===== config.mk =====
export PLATFORM = sky130hd
export DESIGN_NAME = vram_sync_reader_flat
export DESIGN_NICKNAME = d
export VERILOG_FILES = /design/src/rtl/vram_sync_pkg.sv /design/src/rtl/vram_sync_rd_if.sv /design/src/rtl/vram_skid_fifo.sv /design/src/rtl/vram_sync_reader.sv /design/src/flat_wrapper.sv
export SDC_FILE = /design/constraint.sdc
export NUM_CORES = 1
export LEC_CHECK = 0
export ABC_AREA = 1
export CAP_MARGIN = 10
export CORE_MARGIN = 3
export CORE_UTILIZATION = 30
export CTS_BUF_LIST = sky130_fd_sc_hd__clkbuf_8
export CTS_CLUSTER_SIZE = 16
export DETAILED_ROUTE_END_ITERATION = 16
export SYNTH_ARGS = -nofsm -noshare
export SYNTH_HDL_FRONTEND = slang
export SYNTH_HIERARCHICAL = 1
export SYNTH_SLANG_ARGS = --single-unit

===== constraint.sdc =====
create_clock -name clk -period 2.55 [get_ports clk]
set_input_delay 0.3825 -clock clk [delete_from_list [all_inputs] [get_ports clk]]
set_output_delay 0.3825 -clock clk [all_outputs]
set_load 0.02 [all_outputs]

===== src/rtl/vram_sync_pkg.sv =====
// Shared types and defaults for the VRAM sync writer/reader pair.
// Both engines default to the same VRAM geometry.
package vram_sync_pkg;

  localparam int VRAM_ADDR_W = 11;
  localparam int VRAM_DATA_W = 32;
  localparam int VRAM_WORDS  = 2048;

  typedef enum logic [1:0] {
    RD_IDLE,
    RD_READ,
    RD_DRAIN,
    RD_DONE
  } vram_sync_rd_state_e;

endpackage


===== src/rtl/vram_sync_rd_if.sv =====
// VRAM read port plus valid/ready output stream of the sync reader.
// The master side is the reader engine.
interface vram_sync_rd_if
  import vram_sync_pkg::*;
#(
  parameter int ADDR_W = VRAM_ADDR_W,
  parameter int DATA_W = VRAM_DATA_W
);

  logic              rd_en;
  logic [ADDR_W-1:0] rd_addr;
  logic [DATA_W-1:0] rd_data;
  logic              out_valid;
  logic              out_ready;
  logic [DATA_W-1:0] out_data;
  logic              out_last;

  modport master (
    output rd_en,
    output rd_addr,
    input  rd_data,
    output out_valid,
    input  out_ready,
    output out_data,
    output out_last
  );

  modport slave (
    input  rd_en,
    input  rd_addr,
    output rd_data,
    input  out_valid,
    output out_ready,
    input  out_data,
    input  out_last
  );

endinterface


===== src/rtl/vram_skid_fifo.sv =====
// Small synchronous FIFO absorbing VRAM read latency and back-pressure.
// Head is registered storage; no push-to-head bypass.
module vram_skid_fifo #(
  parameter int DATA_W     = 32,
  parameter int FIFO_DEPTH = 4
) (
  input  logic                               clk,
  input  logic                               rst_n,
  input  logic                               push,
  input  logic [DATA_W-1:0]                  push_data,
  input  logic                               pop,
  output logic [DATA_W-1:0]                  head,
  output logic [$clog2(FIFO_DEPTH+1)-1:0]    count,
  output logic                               empty,
  output logic                               full
);

  localparam int PW = $clog2(FIFO_DEPTH);
  localparam int CW = $clog2(FIFO_DEPTH+1);

  logic [DATA_W-1:0] mem [FIFO_DEPTH];
  logic [PW-1:0]     wptr;
  logic [PW-1:0]     rptr;
  logic [CW-1:0]     cnt;
  logic              do_push;
  logic              do_pop;

  assign do_pop  = pop && !empty;
  assign do_push = push && (!full || do_pop);

  always_ff @(posedge clk or negedge rst_n) begin
    if (!rst_n) begin
      for (int i = 0; i < FIFO_DEPTH; i++)
        mem[i] <= '0;
      wptr <= '0;
      rptr <= '0;
      cnt  <= '0;
    end else begin
      if (do_push) begin
        mem[wptr] <= push_data;
        wptr      <= wptr + PW'(1);
      end
      if (do_pop)
        rptr <= rptr + PW'(1);
      unique case ({do_push, do_pop})
        2'b10:   cnt <= cnt + CW'(1);
        2'b01:   cnt <= cnt - CW'(1);
        default: cnt <= cnt;
      endcase
    end
  end

  assign head  = mem[rptr];
  assign count = cnt;
  assign empty = (cnt == '0);
  assign full  = (cnt == CW'(FIFO_DEPTH));

endmodule


===== src/rtl/vram_sync_reader.sv =====
// Bulk VRAM read-out engine: on sync, streams WORDS words from base_addr
// through a credit-limited FIFO and pulses done after the last accept.
module vram_sync_reader
  import vram_sync_pkg::*;
#(
  parameter int ADDR_W     = VRAM_ADDR_W,
  parameter int DATA_W     = VRAM_DATA_W,
  parameter int WORDS      = VRAM_WORDS,
  parameter int RD_LATENCY = 2,
  parameter int FIFO_DEPTH = 4
) (
  input  logic              clk,
  input  logic              rst_n,
  input  logic              sync,
  input  logic [ADDR_W-1:0] base_addr,
  output logic              busy,
  output logic              done,
  vram_sync_rd_if.master    bus
);

  localparam int NW = $clog2(WORDS+1);
  localparam int CW = $clog2(FIFO_DEPTH+1);
  localparam logic [NW-1:0] LAST = NW'(WORDS-1);

  vram_sync_rd_state_e state, state_nx;

  logic [ADDR_W-1:0]     addr_q;
  logic [NW-1:0]         issue_q;
  logic [NW-1:0]         acc_q;
  logic [RD_LATENCY-1:0] vld;

  logic [CW-1:0]     inflight;
  logic [CW-1:0]     fifo_cnt;
  logic              fifo_empty;
  logic              fifo_full;
  logic [DATA_W-1:0] fifo_head;
  logic              credit;
  logic              issue;
  logic              fire;
  logic              start;

  always_comb begin
    inflight = '0;
    for (int i = 0; i < RD_LATENCY; i++)
      inflight = inflight + CW'(vld[i]);
  end

  // Reads in flight already own a FIFO slot, so the sum never exceeds depth.
  assign credit = !fifo_full &&
    (({1'b0, inflight} + {1'b0, fifo_cnt}) < (CW+1)'(FIFO_DEPTH));
  assign issue  = (state == RD_READ) && credit;
  assign fire   = !fifo_empty && bus.out_ready;
  assign start  = (state == RD_IDLE) && sync;

  always_ff @(posedge clk or negedge rst_n) begin
    if (!rst_n) state <= RD_IDLE;
    else        state <= state_nx;
  end

  always_comb begin
    state_nx = state;
    unique case (state)
      RD_IDLE:  if (sync) state_nx = RD_READ;
      RD_READ:  if (issue && issue_q == LAST) state_nx = RD_DRAIN;
      RD_DRAIN: if (fire && acc_q == LAST) state_nx = RD_DONE;
      RD_DONE:  state_nx = RD_IDLE;
      default:  state_nx = RD_IDLE;
    endcase
  end

  always_ff @(posedge clk or negedge rst_n) begin
    if (!rst_n) begin
      addr_q  <= '0;
      issue_q <= '0;
      acc_q   <= '0;
      vld     <= '0;
    end else begin
      if (start) begin
        addr_q  <= base_addr;
        issue_q <= '0;
      end else if (issue) begin
        addr_q  <= addr_q + ADDR_W'(1);
        issue_q <= issue_q + NW'(1);
      end
      if (start)     acc_q <= '0;
      else if (fire) acc_q <= acc_q + NW'(1);
      vld[0] <= issue;
      for (int i = 1; i < RD_LATENCY; i++)
        vld[i] <= vld[i-1];
    end
  end

  vram_skid_fifo #(
    .DATA_W     (DATA_W),
    .FIFO_DEPTH (FIFO_DEPTH)
  ) u_fifo (
    .clk       (clk),
    .rst_n     (rst_n),
    .push      (vld[RD_LATENCY-1]),
    .push_data (bus.rd_data),
    .pop       (fire),
    .head      (fifo_head),
    .count     (fifo_cnt),
    .empty     (fifo_empty),
    .full      (fifo_full)
  );

  assign bus.rd_en     = issue;
  assign bus.rd_addr   = addr_q;
  assign bus.out_valid = !fifo_empty;
  assign bus.out_data  = fifo_head;
  assign bus.out_last  = !fifo_empty && (acc_q == LAST);
  assign busy          = (state != RD_IDLE);
  assign done          = (state == RD_DONE);

endmodule

===== src/flat_wrapper.sv =====
// flat-port wrapper written by rule: the top's interface ports become plain ports
module vram_sync_reader_flat import vram_sync_pkg::*;
#(
  parameter int ADDR_W     = VRAM_ADDR_W,
  parameter int DATA_W     = VRAM_DATA_W,
  parameter int WORDS      = VRAM_WORDS,
  parameter int RD_LATENCY = 2,
  parameter int FIFO_DEPTH = 4
)
  (clk, rst_n, sync, base_addr, busy, done, bus_rd_en, bus_rd_addr, bus_rd_data, bus_out_valid, bus_out_ready, bus_out_data, bus_out_last);
  vram_sync_rd_if #(.ADDR_W(ADDR_W), .DATA_W(DATA_W)) bus_i ();
  input  logic clk;
  input  logic rst_n;
  input  logic sync;
  input  logic [ADDR_W-1:0] base_addr;
  output logic busy;
  output logic done;
  output wire logic [$bits(bus_i.rd_en)-1:0] bus_rd_en;
  output wire logic [$bits(bus_i.rd_addr)-1:0] bus_rd_addr;
  input wire logic [$bits(bus_i.rd_data)-1:0] bus_rd_data;
  output wire logic [$bits(bus_i.out_valid)-1:0] bus_out_valid;
  input wire logic [$bits(bus_i.out_ready)-1:0] bus_out_ready;
  output wire logic [$bits(bus_i.out_data)-1:0] bus_out_data;
  output wire logic [$bits(bus_i.out_last)-1:0] bus_out_last;
  assign bus_rd_en = bus_i.rd_en;
  assign bus_rd_addr = bus_i.rd_addr;
  assign bus_i.rd_data = bus_rd_data;
  assign bus_out_valid = bus_i.out_valid;
  assign bus_i.out_ready = bus_out_ready;
  assign bus_out_data = bus_i.out_data;
  assign bus_out_last = bus_i.out_last;
  vram_sync_reader #(.ADDR_W(ADDR_W), .DATA_W(DATA_W), .WORDS(WORDS), .RD_LATENCY(RD_LATENCY), .FIFO_DEPTH(FIFO_DEPTH)) u_core (.clk(clk), .rst_n(rst_n), .sync(sync), .base_addr(base_addr), .busy(busy), .done(done), .bus(bus_i));
endmodule

* Word-level counts from Yosys, hierarchy flattened
Cells that the tools add are included.
** Storage, ports and cells
- Bits in registers :: 174
- Input port bits :: 47
** Operators by class
- Add/sub/neg operators :: 9
- $lt $le $gt $ge :: 4
- Eq/ne operators :: 11
- Mux-type cells :: 17
- Bitwise logic cells :: 2
- Reduce and logical (&&, ||, !) cells :: 20
** Operator list (number)
- bitwise mux 128 bit :: 1
- 2-to-1 mux 32 bit :: 3
- binary-select mux 32 bit (select 2 bit) :: 1
- demux 32 bit (select 2 bit) :: 1
- 2-to-1 mux 12 bit :: 4
- adder 12 x 1 -> 12 bit (second input constant) :: 2
- == test 12 x 11 -> 1 bit (second input constant) :: 2
- 2-to-1 mux 11 bit :: 2
- adder 11 x 1 -> 11 bit (second input constant) :: 1
- logical AND 1 bit :: 10
- case mux 2 bit (4 select lines) :: 1
- nonzero test 2 bit :: 4
- == test 2 bit (second input constant) :: 3
- >= comparator 3 bit (second input constant) :: 2
- 2-to-1 mux 2 bit :: 3
- NOT 2 -> 3 bit :: 2
- case mux 3 bit (2 select lines) :: 1
- adder 2 x 1 -> 2 bit (second input constant) :: 2
- adder 3 x 3 -> 4 bit :: 1
- == test 2 x 1 -> 1 bit (second input constant) :: 2
- < comparator 4 x 3 -> 1 bit (second input constant) :: 1
- != test 2 bit (second input constant) :: 2
- adder 3 x 1 -> 3 bit (second input constant) :: 1
- == test 3 bit (second input constant) :: 1
- 9 further kinds :: 10

* Logic depth before layout (Yosys ltp)
Gate-level depths: netlist of run 1.
- Word-level depth :: 8
- Gate-level depth with buffers :: 17
- Mapped depth without buffers :: 16

* Modules after synthesis
The synthesis of run 1 kept the hierarchy.
** By module, submodules not included
- vram_skid_fifo :: instances 1, cells each 802, area an instance 6552.5 sq um, sequential area each 3378.2 sq um
- vram_sync_reader :: instances 1, cells each 319, area an instance 2387.3 sq um, sequential area each 975.9 sq um

* Least setup slack after synthesis of run 1
No wires, ideal clock.
- Path kind :: flip-flop to flip-flop
- Start point :: register u_core.u_fifo.cnt[1] (netlist: u_core/u_fifo/count[1])
- End point :: register u_core.u_fifo.cnt[2] (netlist: u_core/u_fifo/count[2])
- Library setup time :: 0.123 ns
- Arrival :: 2.414 ns
- Setup slack :: 0.013 ns
- Cell stages (with the launch flop) :: 17
- Buffers on the path :: 1
- Clock period less this slack :: 2.537 ns
- Cells stage by stage :: dfrtp_1 > nor2_2 > nand2_1 > inv_1 > inv_2 > nand2_2 > inv_1 > inv_1 > nand3_4 > buf_4 > nand2_1 > ha_1 > inv_1 > fa_1 > nand2_1 > nand3b_1 > xor2_1
** On the way
- Cells in the longest elaborated chain, start to end :: 8
** RTL lines
- start, declared :: RTL line vram_skid_fifo.sv:24 : logic [CW-1:0] cnt;
- start signal, assigned :: RTL line vram_skid_fifo.sv:46 : 2'b10: cnt <= cnt + CW'(1);
- start signal, assigned :: RTL line vram_skid_fifo.sv:47 : 2'b01: cnt <= cnt - CW'(1);
- start signal, assigned :: RTL line vram_skid_fifo.sv:48 : default: cnt <= cnt;
- zero test 3 bit (*) :: RTL line vram_skid_fifo.sv:55 : assign empty = (cnt == '0);
- net u_core.fifo_empty :: RTL line vram_sync_reader.sv:34 : logic fifo_empty;
- zero test 1 bit (*)
- net bus_out_valid :: RTL line flat_wrapper.sv:21 : output wire logic [$bits(bus_i.out_valid)-1:0] bus_out_valid;
- logical AND 1 bit (*) :: RTL line vram_sync_reader.sv:52 : assign fire = !fifo_empty && bus.out_ready;
- net u_core.fire :: RTL line vram_sync_reader.sv:39 : logic fire;
- logical AND 1 bit (*) :: RTL line vram_skid_fifo.sv:28 : assign do_pop = pop && !empty;
- logical OR 1 bit :: RTL line vram_skid_fifo.sv:29 : assign do_push = push && (!full || do_pop);
- logical AND 1 bit :: RTL line vram_skid_fifo.sv:29
- == test 2 x 1 -> 1 bit / == test 2 bit (equally long branches) :: RTL line vram_skid_fifo.sv:45 : unique case ({do_push, do_pop})
- case mux 3 bit (2 select lines) / nonzero test 2 bit (equally long branches)
The timed path passes the listed nets; every way through them passes the cells marked *.
A chain may end at the register's enable or synchronous reset.

* Final worst setup path of run 1
- Start point :: register u_core.u_fifo.cnt[0] (netlist: u_core/u_fifo/count[0])
- End point :: output port bus_rd_en
** On the way
- Cells in the longest elaborated chain, start to end :: 4
** RTL lines
- adder 3 x 3 -> 4 bit / == test 3 bit (equally long branches) :: RTL line vram_sync_reader.sv:50, vram_skid_fifo.sv:56
- < comparator 4 x 3 -> 1 bit / zero test 1 bit (equally long branches) :: RTL line vram_sync_reader.sv:50, vram_sync_reader.sv:49
- logical AND 1 bit (*) :: RTL line vram_sync_reader.sv:49 : assign credit = !fifo_full &&
- logical AND 1 bit (*) :: RTL line vram_sync_reader.sv:51 : assign issue = (state == RD_READ) && credit;
- end, declared :: RTL line flat_wrapper.sv:18 : output wire logic [$bits(bus_i.rd_en)-1:0] bus_rd_en;
Every way passes the cells marked *; elsewhere a longest branch is shown, timed or not.

==> flow_results.xml, run 1 <==
<?xml version="1.0" encoding="UTF-8"?>
<metrics>
  <group name="critical_path">
    <metric name="worst_r2r_endpoint" unit="">u_core/u_fifo/count[2]</metric>
    <metric name="rr_startpoint" unit="">u_core/u_fifo/count[1]</metric>
    <metric name="cp_slowest_stage_delay" unit="ns">0.40</metric>
    <metric name="crit_path_cell_trace" unit="">buf_4, ha_1, nand2_1, nand2_1, a21oi_4, dlygate4sd2_1</metric>
    <metric name="crit_type" unit="">register to output port</metric>
    <metric name="critPathSlowestCell" unit="">sky130_fd_sc_hd__dfrtp_1</metric>
    <metric name="worst_setup_ep_type" unit="">output port</metric>
    <metric name="worst_ep_required_time" unit="ns">2.17</metric>
    <metric name="path_max_fanout" unit="">4</metric>
    <metric name="critical_path.startpoint_type" unit="">register</metric>
    <metric name="worst-r2r-cell-count" unit="">15</metric>
    <metric name="arrival" unit="ns">1.98</metric>
    <metric name="worst-r2r-setup-slack" unit="ns">0.24</metric>
    <metric name="path_common_cell" unit="">sky130_fd_sc_hd__nand2_1</metric>
  </group>
  <group name="placed_design">
    <metric name="placement.io_buffers" unit="">94</metric>
    <metric name="place_congestion" unit="">0.783</metric>
    <metric name="detailed_place_hpwl" unit="um">16200</metric>
  </group>
  <group name="sta">
    <metric name="timing.setup.tns" unit="ns">0</metric>
    <metric name="final_max_slew_viol_count" unit="">0</metric>
    <metric name="finalHoldWorstSlack" unit="ns">0.387</metric>
    <metric name="timing.max_slew.rel_slack" unit="%">54.5</metric>
    <metric name="fmax" unit="MHz">423</metric>
    <metric name="rsz_0062_raised_after_global_routing" unit="">false</metric>
    <metric name="period_minus_slack" unit="ns">2.36</metric>
    <metric name="min_period_over_period" unit="%">92.7</metric>
    <metric name="worst_slew_pin_slew" unit="ns">0.682</metric>
    <metric name="finalSetupViolations" unit="">0</metric>
    <metric name="finalHoldViolations" unit="">0</metric>
    <metric name="finClkSkew" unit="ns">0.0137</metric>
  </group>
  <group name="drt">
    <metric name="vias" unit="">8074</metric>
    <metric name="drt_pre_antenna_iters" unit="">5</metric>
    <metric name="drt-wirelength-per-cell" unit="um">16.3</metric>
    <metric name="postRouteWirelength" unit="um">26000</metric>
    <metric name="violation_count_after_the_first_detailed_routing_iteration" unit="">672</metric>
    <metric name="antenna_left" unit="">0</metric>
    <metric name="via_per_inst" unit="">5.07</metric>
    <metric name="remaining_drc_errors" unit="">0</metric>
  </group>
  <group name="final_layout">
    <metric name="layout.nets" unit="">1256</metric>
    <metric name="post_route_cells_drive_above_1_share" unit="%">9.53</metric>
    <metric name="final_util" unit="%">37.3</metric>
    <metric name="area_delta_synth_final" unit="%">21.2</metric>
    <metric name="fillerInstances" unit="">3010</metric>
  </group>
  <group name="yosys">
    <metric name="synth.top_cells.by_count" unit="">345 x sky130_fd_sc_hd__nand2_1, 174 x sky130_fd_sc_hd__dfrtp_1, 140 x sky130_fd_sc_hd__nand4_1, 105 x sky130_fd_sc_hd__nor2_1, 56 x sky130_fd_sc_hd__o21ai_0</metric>
    <metric name="synth.top_cell.area_share" unit="%">48.7</metric>
    <metric name="netlist_top_cells_area" unit="">sky130_fd_sc_hd__dfrtp_1 49%, sky130_fd_sc_hd__nand2_1 14%, sky130_fd_sc_hd__nand4_1 9.8%</metric>
    <metric name="synth.yosys.warnings" unit="">6</metric>
    <metric name="syn_std_cell_area" unit="sq um">8940</metric>
    <metric name="yosys.cell_count.top_type" unit="">sky130_fd_sc_hd__nand2_1</metric>
    <metric name="synth_area_leader_cell" unit="">sky130_fd_sc_hd__dfrtp_1</metric>
    <metric name="synth_top_flop_cell" unit="">sky130_fd_sc_hd__dfrtp_1</metric>
    <metric name="synth.net_count" unit="">1183</metric>
    <metric name="netlist-cell-type-count" unit="">40</metric>
    <metric name="ys_async_sr_fraction" unit="%">100</metric>
    <metric name="synth_area_per_cell" unit="sq um">7.97</metric>
    <metric name="synth_seq_area_share" unit="%">48.7</metric>
    <metric name="synthCells" unit="">1121</metric>
    <metric name="synth_edf_count" unit="">0</metric>
    <metric name="yosys_register_bits" unit="">174</metric>
  </group>
  <group name="pwr">
    <metric name="static-leakage-power" unit="nW">5.28</metric>
    <metric name="combinational_cell_fraction_of_total_power" unit="%">51.0</metric>
    <metric name="p_switching" unit="mW">6.17</metric>
    <metric name="max-vdd-ir-drop" unit="mV">0.589</metric>
    <metric name="swShare" unit="%">45.6</metric>
    <metric name="total_power_draw" unit="mW">13.5</metric>
    <metric name="clkPwrFrac" unit="%">15.6</metric>
    <metric name="internal_power" unit="mW">7.37</metric>
    <metric name="seq_power_share" unit="%">33.4</metric>
    <metric name="cellPowerDensity" unit="nW/um^2">1250</metric>
  </group>
  <group name="hold_path">
    <metric name="min_delay_worst_endpoint" unit="">u_core/vld[1]</metric>
    <metric name="worst_hold_launch" unit="">u_core/vld[0]</metric>
    <metric name="holdCritPathClass" unit="">register to register</metric>
    <metric name="worst_hold_path.num_cells" unit="">0</metric>
  </group>
  <group name="grt">
    <metric name="grt_max_degree" unit="">135</metric>
    <metric name="global_route.overflow_total" unit="">0</metric>
    <metric name="grt_util_all_layers" unit="%">16.6</metric>
    <metric name="number_of_antenna_violations_at_the_first_check_in_global_routing" unit="">0</metric>
    <metric name="first_global_vias" unit="">7732</metric>
    <metric name="grt_first_pass_wirelength" unit="um">42200</metric>
  </group>
  <group name="floorplan">
    <metric name="fp.dieW" unit="um">179</metric>
    <metric name="std_cell_rows" unit="">62</metric>
    <metric name="core_area" unit="sq um">29000</metric>
    <metric name="boundaryPins" unit="">95</metric>
    <metric name="die_height" unit="um">179</metric>
    <metric name="dieArea" unit="sq um">31900</metric>
    <metric name="initial_utilization" unit="%">30.8</metric>
  </group>
  <group name="clock_network">
    <metric name="cts_made_buffers" unit="">17</metric>
    <metric name="cts-root-buf" unit="">sky130_fd_sc_hd__clkbuf_8</metric>
    <metric name="clk_pin_slew_worst_paths" unit="ns">0.09</metric>
    <metric name="cts_tree" unit="">yes</metric>
    <metric name="clock_tree.htree_level_count" unit="">4</metric>
    <metric name="clkLatencyLatePin" unit="ns">0.47</metric>
    <metric name="post-cts-setup-buffers" unit="">0</metric>
    <metric name="clock_sink_count" unit="">174</metric>
    <metric name="cts.path.max_buffers" unit="">2</metric>
  </group>
  <group name="job">
    <metric name="timing.max_cap.violations" unit="">0</metric>
  </group>
  <group name="status">
    <metric name="status" unit="">completed</metric>
  </group>
</metrics>
-- critical path: cells and delay by family (launching register included) --
family          cells  cell delay (ns)
buf+inv             2             0.51
flops               1             0.40
fa+ha+maj           1             0.26
compound gates      1             0.18
simple gates        2             0.16
-- layout make-up --
cell class | instances | area, sq um | share of cell area, %
clock buffers | 20 | 275 | 2.54
flip-flops and latches | 174 | 4360 | 40.2
clock inverters | 12 | 158 | 1.46
diodes | 1 | 2.50 | 0.0231
well taps | 384 | 480 | 4.44
inverters | 46 | 176 | 1.63
multi-input cells | 817 | 4020 | 37.1
repair buffers | 138 | 1360 | 12.6
-- per-layer routing --
layer / wire length [um] / vias to the layer above / track usage [%]
met2: 12500 / 212 / 27.0
li1: - / 3942 / -
met3: 1380 / 22 / 3.38
met1: 11800 / 3898 / 22.9
met5: 0 / - / 0
met4: 262 / 0 / 3.60
-- worst max-delay path by stage --
stage                      startpoint                     end  slack (ns)  cells past startpoint
6_report       u_core/u_fifo/count[0]               bus_rd_en        0.19                      6
5_1_grt         u_core/u_fifo/rptr[1]        bus_out_data[15]        0.04                      4
4_1_cts         u_core/u_fifo/rptr[1]         bus_out_data[7]       0.004                      4
3_5_place_dp            bus_out_ready   u_core/u_fifo/mem[81]        0.11                     10
3_3_place_gp            bus_out_ready   u_core/u_fifo/mem[67]        0.16                     10
2_1_floorplan  u_core/u_fifo/count[1]  u_core/u_fifo/count[2]        0.01                     16
-- per-stage QoR --
step	instance area (sq um)	setup slack, ns	cells
after detailed placement	10400	0.110	1558
after global placement	10400	0.158	1558
after global routing	10800	0.0401	1591
after CTS	10800	0.00409	1591
after floorplan	8940	0.0134	1121
final	10800	0.187	1592
-- sequential cells by signal, indices dropped and copies added, names as in the netlist --
name                 count
u_core/u_fifo/wptr       2
u_core/acc_q            12
u_core/bus.rd_addr      11
u_core/vld               2
u_core/u_fifo/count      3
u_core/u_fifo/mem      128
u_core/state             2
u_core/u_fifo/rptr       2
u_core/issue_q          12
-- power by group through the flow --
stage               Clock, mW  Sequential, mW  Combinational [mW]
floorplan                   0            4.49                4.36
global placement            0            4.53                7.12
detailed placement          0            4.54                7.19
CTS                      2.19            4.51                7.00
global route             2.30            4.65                7.69
finish                   2.12            4.52                6.90
-- cells by family (layout without fill, tap and decap cells) --
kind of cell    count (synthesis)  in the layout  synth area share (%)
fa+ha+maj                      15             15                  2.18
compound gates                142            142                  8.69
other cells                     0              1                     0
simple gates                  653            653                  33.4
buf+inv                       130            216                  6.35
xor+xnor                        7              7                 0.686
flops                         174            174                  48.7
-- cells in the final DEF (no fill, tap or decap), types with 3 or more instances in the layout --
cell type and count:
sky130_fd_sc_hd__o22ai_1 33, sky130_fd_sc_hd__buf_4 34, sky130_fd_sc_hd__buf_6 3, sky130_fd_sc_hd__nand3_2 4, sky130_fd_sc_hd__clkdlybuf4s50_1 59, sky130_fd_sc_hd__dlymetal6s2s_1 11, sky130_fd_sc_hd__nand2_1 345, sky130_fd_sc_hd__o21ai_1 33
sky130_fd_sc_hd__dfrtp_1 172, sky130_fd_sc_hd__xor2_1 5, sky130_fd_sc_hd__nor2_2 8, sky130_fd_sc_hd__nand3_1 25, sky130_fd_sc_hd__nand4_1 140, sky130_fd_sc_hd__nor2_1 105, sky130_fd_sc_hd__dlygate4sd2_1 23, sky130_fd_sc_hd__buf_12 6
sky130_fd_sc_hd__ha_1 14, sky130_fd_sc_hd__clkbuf_8 20, sky130_fd_sc_hd__nor3_2 5, sky130_fd_sc_hd__nand2_2 5, sky130_fd_sc_hd__inv_2 5, sky130_fd_sc_hd__a21oi_1 13, sky130_fd_sc_hd__nor3_1 5, sky130_fd_sc_hd__clkinv_2 4
sky130_fd_sc_hd__bufinv_16 3, sky130_fd_sc_hd__inv_1 38, sky130_fd_sc_hd__o21ai_0 56
-- what timing repair did --
| action | 4_1_cts | 5_1_grt |
|---|---|---|
| hold buffers | 1 | 0 |
| endpoints found under the hold margin | 63 | 0 |
| endpoints found under the setup margin | 34 | 11 |
| resized for setup | 27 | 12 |
(Power assumes the default switching activity.)
==> run 2: changes to the inputs <==
--- a/config.mk
+++ b/config.mk
@@ -8,10 +8,11 @@
 export ABC_AREA = 1
 export CAP_MARGIN = 10
 export CORE_MARGIN = 3
-export CORE_UTILIZATION = 30
+export CORE_UTILIZATION = 53
 export CTS_BUF_LIST = sky130_fd_sc_hd__clkbuf_8
 export CTS_CLUSTER_SIZE = 16
 export DETAILED_ROUTE_END_ITERATION = 16
+export PLACE_DENSITY = 0.78
 export SYNTH_ARGS = -nofsm -noshare
 export SYNTH_HDL_FRONTEND = slang
 export SYNTH_HIERARCHICAL = 1
==> run 2 against run 1 <==
  * Non-clock buffer count fell by 4
  * First-iteration DRC count up 1.8%
  * Combinational power fell by 2%
  * Count of clock-buffer cells in the layout stayed put
  * Worst setup slack lost 0.049 ns
  * Critical endpoint unchanged
  * Largest power group unchanged
==> flow_results.xml, run 2 (synthesized netlist as in run 1, its figures left out) <==
<?xml version="1.0" encoding="UTF-8"?>
<metrics>
  <group name="final_layout">
    <metric name="post_route_cells_drive_above_1_share" unit="%">8.89</metric>
    <metric name="final_cell_mix" unit="">344 x sky130_fd_sc_hd__nand2_1, 172 x sky130_fd_sc_hd__dfrtp_1, 140 x sky130_fd_sc_hd__nand4_1</metric>
    <metric name="largest_register_ffs" unit="">128</metric>
    <metric name="leading_cell_type_in_the_layout_fill_and_taps_excluded" unit="">sky130_fd_sc_hd__nand2_1</metric>
    <metric name="largest_registers" unit="">u_core/u_fifo/mem x128, u_core/acc_q x12, u_core/issue_q x12</metric>
    <metric name="insertedDiodeCount" unit="">0</metric>
    <metric name="area_delta_synth_final" unit="%">17.3</metric>
    <metric name="final_design_area_no_fill" unit="sq um">10500</metric>
    <metric name="layout.nets" unit="">1252</metric>
    <metric name="top_register_by_number_of_flip_flops" unit="">u_core/u_fifo/mem</metric>
  </group>
  <group name="pwr">
    <metric name="total_power_draw" unit="mW">13.0</metric>
    <metric name="static-leakage-power" unit="nW">5.26</metric>
    <metric name="cellPowerDensity" unit="nW/um^2">1240</metric>
    <metric name="max-vdd-ir-drop" unit="mV">0.785</metric>
  </group>
  <group name="sta">
    <metric name="min_period_over_period" unit="%">94.6</metric>
    <metric name="finalHoldViolations" unit="">0</metric>
    <metric name="finClkSkew" unit="ns">0.0154</metric>
    <metric name="rsz_0062_raised_after_global_routing" unit="">false</metric>
    <metric name="layout_setup_ws" unit="ns">0.138</metric>
    <metric name="final_max_slew_viol_count" unit="">0</metric>
    <metric name="finalSetupViolations" unit="">0</metric>
    <metric name="worst_slew_pin_slew" unit="ns">0.750</metric>
    <metric name="timing.setup.tns" unit="ns">0</metric>
    <metric name="period_minus_slack" unit="ns">2.41</metric>
    <metric name="timing.max_slew.rel_slack" unit="%">50.0</metric>
    <metric name="fmax" unit="MHz">415</metric>
  </group>
  <group name="critical_path">
    <metric name="path_max_fanout" unit="">4</metric>
    <metric name="worst-r2r-setup-slack" unit="ns">0.20</metric>
    <metric name="worst-r2r-cell-count" unit="">15</metric>
    <metric name="worst_setup_ep_type" unit="">output port</metric>
    <metric name="cp_slowest_stage_delay" unit="ns">0.41</metric>
    <metric name="crit_type" unit="">register to output port</metric>
    <metric name="worst_r2r_endpoint" unit="">u_core/u_fifo/count[2]</metric>
    <metric name="path_common_cell" unit="">sky130_fd_sc_hd__nand2_1</metric>
    <metric name="rr_startpoint" unit="">u_core/u_fifo/count[1]</metric>
    <metric name="arrival" unit="ns">2.03</metric>
    <metric name="crit_path_cell_trace" unit="">buf_4, ha_1, nand2_1, nand2_1, a21oi_4, dlygate4sd2_1</metric>
    <metric name="worst_ep_required_time" unit="ns">2.17</metric>
    <metric name="critical_path.startpoint_type" unit="">register</metric>
    <metric name="critPathSlowestCell" unit="">sky130_fd_sc_hd__dfrtp_1</metric>
  </group>
  <group name="grt">
    <metric name="grt_util_all_layers" unit="%">26.3</metric>
    <metric name="grt_max_degree" unit="">135</metric>
    <metric name="grt_first_pass_wirelength" unit="um">39300</metric>
    <metric name="global_route.overflow_total" unit="">0</metric>
    <metric name="first_global_vias" unit="">7880</metric>
    <metric name="number_of_antenna_violations_at_the_first_check_in_global_routing" unit="">0</metric>
  </group>
  <group name="hold_path">
    <metric name="holdCritPathClass" unit="">register to register</metric>
    <metric name="min_delay_worst_endpoint" unit="">u_core/vld[1]</metric>
    <metric name="worst_hold_path.num_cells" unit="">0</metric>
    <metric name="worst_hold_launch" unit="">u_core/vld[0]</metric>
  </group>
  <group name="floorplan">
    <metric name="die_height" unit="um">136</metric>
    <metric name="initial_utilization" unit="%">55.3</metric>
    <metric name="core_area" unit="sq um">16200</metric>
    <metric name="dieArea" unit="sq um">18500</metric>
    <metric name="boundaryPins" unit="">95</metric>
    <metric name="fp.dieW" unit="um">136</metric>
    <metric name="std_cell_rows" unit="">46</metric>
  </group>
  <group name="placed_design">
    <metric name="placement.cell_area" unit="sq um">10100</metric>
    <metric name="place_congestion" unit="">0.824</metric>
    <metric name="detailed_place_hpwl" unit="um">14700</metric>
    <metric name="placement.io_buffers" unit="">94</metric>
    <metric name="detailedPlace.worstSlack" unit="ns">0.109</metric>
  </group>
  <group name="clock_network">
    <metric name="clock_sink_count" unit="">174</metric>
    <metric name="clock_tree.htree_level_count" unit="">4</metric>
    <metric name="cts_tree" unit="">yes</metric>
    <metric name="cts-root-buf" unit="">sky130_fd_sc_hd__clkbuf_8</metric>
    <metric name="post-cts-setup-buffers" unit="">0</metric>
    <metric name="clk_pin_slew_worst_paths" unit="ns">0.08</metric>
    <metric name="clkLatencyLatePin" unit="ns">0.47</metric>
    <metric name="cts.path.max_buffers" unit="">2</metric>
    <metric name="cts_made_buffers" unit="">17</metric>
  </group>
  <group name="drt">
    <metric name="violation_count_after_the_first_detailed_routing_iteration" unit="">684</metric>
    <metric name="drt_pre_antenna_iters" unit="">5</metric>
    <metric name="remaining_drc_errors" unit="">0</metric>
    <metric name="drt-wirelength-per-cell" unit="um">16.5</metric>
    <metric name="antenna_left" unit="">0</metric>
    <metric name="postRouteWirelength" unit="um">23400</metric>
    <metric name="vias" unit="">8187</metric>
    <metric name="via_per_inst" unit="">5.77</metric>
  </group>
  <group name="status">
    <metric name="status" unit="">completed</metric>
  </group>
  <group name="job">
    <metric name="timing.max_cap.violations" unit="">0</metric>
  </group>
</metrics>
==> run 2: routing by layer <==
layer / wire, um / vias up / GRT usage [%]
met3: 1620 / 28 / 5.59
li1: - / 3925 / -
met2: 11600 / 346 / 43.3
met4: 296 / 0 / 7.89
met1: 9900 / 3888 / 35.5
met5: 0 / - / 0
==> run 2: power breakdown <==
part | internal, mW | switching (mW) | leakage (nW)
registers | 3.84 | 0.688 | 2.26
clock network | 0.723 | 0.983 | 0.189
logic | 2.44 | 4.32 | 2.81
==> run 2: repair_timing <==
action,in CTS,in global routing
hold buffers,1,0
setup endpoints to repair,30,15
resized for setup,21,18
hold endpoints to repair,58,0
==> run 2: final cells by class <==
type / instances / area [sq um]
multi-input combinational: 817 / 4030
fill: 1400 / 5690
inverter: 46 / 176
timing repair buffer: 134 / 1320
tap: 216 / 270
sequential: 174 / 4360
clock buffer: 20 / 275
clock inverter: 12 / 58.8
==> run 2: how the worst max path moves through the flow <==
stage	startpoint	endpoint	slack, ns	depth (start not counted)
after global placement	bus_out_ready	u_core/u_fifo/count[2]	0.18	12
after floorplan	u_core/u_fifo/count[1]	u_core/u_fifo/count[2]	0.01	16
after global routing	u_core/u_fifo/count[0]	bus_rd_en	0.02	6
after detailed placement	bus_out_ready	u_core/u_fifo/count[2]	0.11	12
after CTS	u_core/u_fifo/rptr[0]	bus_out_data[3]	0.001	5
final	u_core/u_fifo/count[0]	bus_rd_en	0.14	6
==> run 2: per-stage QoR <==
| stage | instances | util, % | hold WS (ns) |
|---|---|---|---|
| 6_report | 1419 | 64.8 | 0.387 |
| 5_1_grt | 1419 | 64.8 | 0.416 |
| 4_1_cts | 1419 | 64.6 | 0.389 |
| 3_5_place_dp | 1386 | 62.6 | 0.371 |
| 3_3_place_gp | 1386 | 62.6 | 0.369 |
| 2_1_floorplan | 1121 | - | 0.0869 |
==> run 2: critical path, delay by kind of cell, from the launching register on <==
kind | cells | cell delay, ns
simple gates | 2 | 0.18
buf+inv | 2 | 0.54
compound gates | 1 | 0.17
flops | 1 | 0.41
fa+ha+maj | 1 | 0.27
